File: config.mk
export PLATFORM = sky130hd
export DESIGN_NAME = ob_cn_table_ctrl
export DESIGN_NICKNAME = d
export VERILOG_FILES = /design/src/rtl/ob_cn_table_ctrl.sv
export SDC_FILE = /design/constraint.sdc
export NUM_CORES = 1
export LEC_CHECK = 0
export BUFFER_PORTS_ARGS = -buffer_cell sky130_fd_sc_hd__buf_4
export CAP_MARGIN = 0
export CORE_ASPECT_RATIO = 1.2
export CORE_MARGIN = 3
export CORE_UTILIZATION = 40
export DETAILED_ROUTE_END_ITERATION = 7
export PLACE_DENSITY_LB_ADDON = 0.12
export SETUP_SLACK_MARGIN = 0.4
export SYNTH_ARGS = -nofsm -noshare
export SYNTH_HDL_FRONTEND = slang
export SYNTH_SLANG_ARGS = --single-unit
export TNS_END_PERCENT = 20
File: constraint.sdc
create_clock -name clk -period 4.5 [get_ports clk]
set_input_delay 0.225 -clock clk [delete_from_list [all_inputs] [get_ports clk]]
set_output_delay 0.225 -clock clk [all_outputs]
set_load 0.03 [all_outputs]
File: src/rtl/ob_cn_table_ctrl.sv
// Conditional-order table controller: allocates free entries to incoming stop orders
// and emits matured entries downstream in round-robin order, then deallocates them.
package ob_pkg;
  typedef struct packed {
    logic        buy;
    logic [14:0] px;
    logic [15:0] qty;
  } cmd_t;
endpackage

// Handshakes: a transfer happens on a cycle where valid & ready are both high at the
// rising edge; a valid, once raised, holds its payload until that transfer.
module ob_cn_table_ctrl #(
  parameter int N = 4
) (
  input  logic                    clk,
  input  logic                    rst,
  input  logic                    in_vld,
  input  ob_pkg::cmd_t            in_cmd,
  output logic                    in_rdy,
  input  logic [N-1:0]            ent_busy_r,
  input  logic [N-1:0]            ent_mtr_r,
  input  ob_pkg::cmd_t [N-1:0]    ent_cmd_r,
  output logic [N-1:0]            al_vld,
  output ob_pkg::cmd_t            al_cmd_r,
  output logic [N-1:0]            dl_vld,
  output logic                    out_vld,
  output ob_pkg::cmd_t            out_cmd,
  input  logic                    out_rdy,
  output logic [$clog2(N):0]      occ_cnt_r,
  output logic [1:0]              dbg_state
);

  localparam int PW = (N > 1) ? $clog2(N) : 1;
  localparam int CW = $clog2(N) + 1;

  typedef enum logic [1:0] {
    S_IDLE    = 2'd0,
    S_EMIT    = 2'd1,
    S_DEALLOC = 2'd2
  } state_t;

  state_t          state_q, state_d;
  logic [PW-1:0]   sel_q, sel_d;
  logic [PW-1:0]   rr_ptr_q, rr_ptr_d;
  ob_pkg::cmd_t    out_cmd_q, out_cmd_d;
  logic [N-1:0]    al_vld_q, al_vld_d;
  ob_pkg::cmd_t    al_cmd_q, al_cmd_d;
  logic [CW-1:0]   occ_q, occ_d;

  logic [N-1:0]    free;
  logic            al_found;
  logic            rr_hit;
  logic [PW-1:0]   rr_idx;
  logic [PW-1:0]   rr_try;

  // An entry whose allocation strobe is in flight is not yet busy but must not be reused.
  assign free   = ~ent_busy_r & ~al_vld_q;
  assign in_rdy = |free;

  always_comb begin
    al_vld_d = '0;
    al_cmd_d = al_cmd_q;
    al_found = 1'b0;
    if (in_vld && in_rdy) begin
      al_cmd_d = in_cmd;
      for (int i = 0; i < N; i++) begin
        if (free[i] && !al_found) begin
          al_vld_d[i] = 1'b1;
          al_found    = 1'b1;
        end
      end
    end
  end

  always_comb begin
    occ_d = '0;
    for (int i = 0; i < N; i++) begin
      occ_d = occ_d + CW'(ent_busy_r[i]);
    end
  end

  // Round-robin search over matured entries, starting at rr_ptr_q and wrapping.
  always_comb begin
    rr_hit = 1'b0;
    rr_idx = rr_ptr_q;
    rr_try = '0;
    for (int k = 0; k < N; k++) begin
      rr_try = PW'((int'(rr_ptr_q) + k) % N);
      if (!rr_hit && ent_mtr_r[rr_try]) begin
        rr_hit = 1'b1;
        rr_idx = rr_try;
      end
    end
  end

  always_ff @(posedge clk or negedge rst) begin
    if (!rst) begin
      state_q   <= S_IDLE;
      sel_q     <= '0;
      rr_ptr_q  <= '0;
      out_cmd_q <= '0;
      al_vld_q  <= '0;
      al_cmd_q  <= '0;
      occ_q     <= '0;
    end else begin
      state_q   <= state_d;
      sel_q     <= sel_d;
      rr_ptr_q  <= rr_ptr_d;
      out_cmd_q <= out_cmd_d;
      al_vld_q  <= al_vld_d;
      al_cmd_q  <= al_cmd_d;
      occ_q     <= occ_d;
    end
  end

  always_comb begin
    state_d   = state_q;
    sel_d     = sel_q;
    rr_ptr_d  = rr_ptr_q;
    out_cmd_d = out_cmd_q;
    case (state_q)
      S_IDLE: begin
        if (rr_hit) begin
          sel_d     = rr_idx;
          out_cmd_d = ent_cmd_r[rr_idx];
          state_d   = S_EMIT;
        end
      end
      S_EMIT: begin
        if (out_rdy) begin
          state_d  = S_DEALLOC;
          rr_ptr_d = (sel_q == PW'(N - 1)) ? '0 : sel_q + PW'(1);
        end
      end
      S_DEALLOC: state_d = S_IDLE;
      default:   state_d = S_IDLE;
    endcase
  end

  // Outputs decode straight from state so an async reset drops them immediately.
  always_comb begin
    out_vld = (state_q == S_EMIT);
    dl_vld  = '0;
    if (state_q == S_DEALLOC) dl_vld[sel_q] = 1'b1;
  end

  assign al_vld    = al_vld_q;
  assign al_cmd_r  = al_cmd_q;
  assign out_cmd   = out_cmd_q;
  assign occ_cnt_r = occ_q;
  assign dbg_state = state_q;

endmodule

==> flow_summary.json <==
{
  "dp.cells": 670,
  "synth_edf_count": 0,
  "antenna_found_initial": 0,
  "cts_hold_buffers": 0,
  "worstSkewPairLatency_ns": 0.35,
  "finalSetupViolations": 0,
  "finalHoldViolations": 0,
  "port_buffers": 250,
  "dpl.hpwl_microns": 9320,
  "wl_per_cell_microns": 17.6,
  "drtAntennaViolNets": 0,
  "power_uw": 3300,
  "nets": 740,
  "skew_ns": 0.00920,
  "cp_max_fo": 48,
  "dieArea_sq_mm": 0.0109,
  "clkPwrFrac": 0.157,
  "totalNegativeSetupSlack_ns": 0,
  "async_reset_ff_frac": 1.00,
  "min_period_ns": 2.52,
  "max_freq_mhz": 397,
  "hold_path_class": "input pin to asynchronous set/reset pin",
  "synthesis.area_sq_mm": 0.00386,
  "areaGrowthSynthToFinish_pct": 54.8,
  "grt_pass1_vias": 3793,
  "maxSlewHeadroom": 0.328,
  "critPathKind": "flop to flop",
  "gp_congestion": 0.880,
  "switching_share": 0.425,
  "num_rows": 38,
  "seq_area_frac_synth": 0.499,
  "ys_warn_count": 0,
  "grt_setup_unrepaired": "false",
  "die_h_microns": 114,
  "drtIter0Drc": 118,
  "core_area_sq_mm": 0.00922,
  "drc": 0,
  "startpoint_type": "flop",
  "clock_sinks": 77,
  "synth.distinct_cells": 27,
  "cellPowerDensity_mw_per_mm2": 551,
  "clk_pin_slew_ns": 0.08,
  "peakVddDrop_mv": 0.317,
  "seqPwrFrac": 0.314,
  "grt_pass1_wl_microns": 18100,
  "cts_max_path_buffers": 2,
  "holdWs_ns": 0.00176,
  "placed_area_sq_mm": 0.00579,
  "grt_max_degree": 78,
  "ys_seq_elements": 77,
  "vias": 3472,
  "synth_fp_nets": 495,
  "fin_cells": 686,
  "status": "finished clean",
  "syn_avg_cell_area_sq_um": 12.2,
  "io_pins": 251,
  "viasPerCell": 5.06,
  "initial_core_util": 0.419,
  "grt-ovfl-total": 0,
  "slew_viol_final": 0,
  "htreeDepth": 3,
  "fin_area_sq_mm": 0.00598,
  "post-route-period-util": 0.560,
  "wirelength_microns": 12100,
  "grtUsageTotal": 0.217,
  "post_cts_buffers": 0,
  "cts_buffers": 9,
  "internal-power_uw": 1900,
  "ys.flop_type": "dfrtp_1",
  "nFillCells": 760,
  "cts_tree": "done",
  "pwr-share-comb": 0.529,
  "cts_resized": 0,
  "p_sw_uw": 1400,
  "arrival_ns": 2.73,
  "die_w_microns": 95.7,
  "drive_above_1_share": 0.541,
  "cap_violations": 0,
  "p_leak_uw": 0.00310,
  "cts-root-buf": "clkbuf_8",
  "synthCells": 316,
  "required_ns": 4.71,
  "end_kind": "flop",
  "firstDrtPassIters": 4,
  "tightest_slew_ns": 1.01,
  "diodes": 0
}
==> per-stage QoR <==
| stage | setup slack [ns] | util |
|---|---|---|
| 6_report | 1.98 | 0.649 |
| 5_1_grt | 1.84 | 0.649 |
| 4_1_cts | 1.99 | 0.649 |
| 3_5_place_dp | 2.00 | 0.628 |
| 3_3_place_gp | 2.07 | 0.628 |
| 2_1_floorplan | 2.46 | - |
==> worst paths after layout <==
| path | startpoint | endpoint | slack [ns] | depth (start not counted) |
|---|---|---|---|---|
| max | rr_ptr_q[1]$_DFFE_PN0P_ | out_cmd[23]$_DFFE_PN0P_ | 1.98 | 6 |
| min | rst | dbg_state[1]$_DFFE_PN0P_ | 0.002 | 1 |
| max reg2reg | rr_ptr_q[1]$_DFFE_PN0P_ | out_cmd[23]$_DFFE_PN0P_ | 1.98 | 6 |
| min reg2reg | al_vld[3]$_DFF_PN0_ | al_vld[3]$_DFF_PN0_ | 0.49 | 1 |
| max in group asynchronous | rst | al_cmd_r[16]$_DFFE_PN0P_ | 3.81 | 1 |
| min in group clk | ent_busy_r[1] | al_vld[1]$_DFF_PN0_ | 0.04 | 2 |
==> state kept, by name, indices dropped and copies added (netlist names) <==
signal     flops
out_cmd       32
dbg_state      2
sel_q          2
occ_cnt_r      3
rr_ptr_q       2
al_vld         4
al_cmd_r      32
==> logic make-up after synthesis <==
| group | count (synthesis) | synth area share |
|---|---|---|
| compound gates | 45 | 0.102 |
| fa+ha+maj | 7 | 0.0246 |
| buf+inv | 34 | 0.0479 |
| flops | 77 | 0.499 |
| mux | 98 | 0.265 |
| simple gates | 55 | 0.0618 |
==> critical path: stages, from the launching register on <==
cell and delay (ns):
dfrtp_1 0.45, nor2_1 0.11, a22o_1 0.13, o32a_2 0.49
buf_4 0.72, mux2i_1 0.29, o221ai_1 0.14
==> cell usage in the layout (no fill, tap or decap), types with 2 or more instances in the layout <==
cell | netlist | routed
and2_1 | 4 | 4
buf_4 | 0 | 255
clkbuf_8 | 0 | 9
clkinv_2 | 0 | 3
dfrtp_1 | 77 | 77
ha_1 | 6 | 6
inv_1 | 13 | 13
mux2_2 | 34 | 34
mux2i_1 | 64 | 64
nand2_1 | 37 | 37
nand2b_1 | 2 | 2
nor2_1 | 5 | 5
nor2b_1 | 2 | 2
nor4_1 | 2 | 2
o21ai_0 | 2 | 2
o221ai_1 | 33 | 33
o22ai_1 | 4 | 4
==> power by group through the flow <==
| stage | Sequential (uW) | Clock (uW) | Combinational, uW |
|---|---|---|---|
| 2_1_floorplan | 1410 | 0 | 795 |
| 3_3_place_gp | 1040 | 0 | 1740 |
| 3_5_place_dp | 1050 | 0 | 1770 |
| 4_1_cts | 1040 | 537 | 1770 |
| 5_1_grt | 1060 | 568 | 1870 |
| 6_report | 1040 | 516 | 1740 |
==> final cells by class <==
| class | instances | area [sq um] | share of cell area |
|---|---|---|---|
| Timing Repair Buffer | 255 | 1910 | 0.320 |
| Inverter | 13 | 48.8 | 0.00815 |
| Clock buffer | 10 | 128 | 0.0213 |
| Multi-Input combinational cell | 205 | 1750 | 0.293 |
| Tap cell | 120 | 150 | 0.0251 |
| Clock inverter | 6 | 62.6 | 0.0105 |
| Sequential cell | 77 | 1930 | 0.322 |
==> synthesized netlist by cell type (4+ instances only) <==
master	number	area, sq um
mux2i_1	64	641
mux2_2	34	383
nand2_1	37	139
clkbuf_1	5	18.8
inv_1	13	48.8
nor2_1	5	18.8
buf_6	6	67.6
dfrtp_1	77	1930
o221ai_1	33	289
o22ai_1	4	25.0
buf_2	10	50.1
and2_1	4	25.0
ha_1	6	75.1
==> routing by layer <==
layer	global-route usage	wire length [microns]	up-vias
met5	0	0	-
met4	0.0968	323	0
met3	0.0798	1300	23
met2	0.382	6210	165
met1	0.227	4240	1634
li1	-	-	1650
Note: power is estimated with default switching activity, not from simulation.
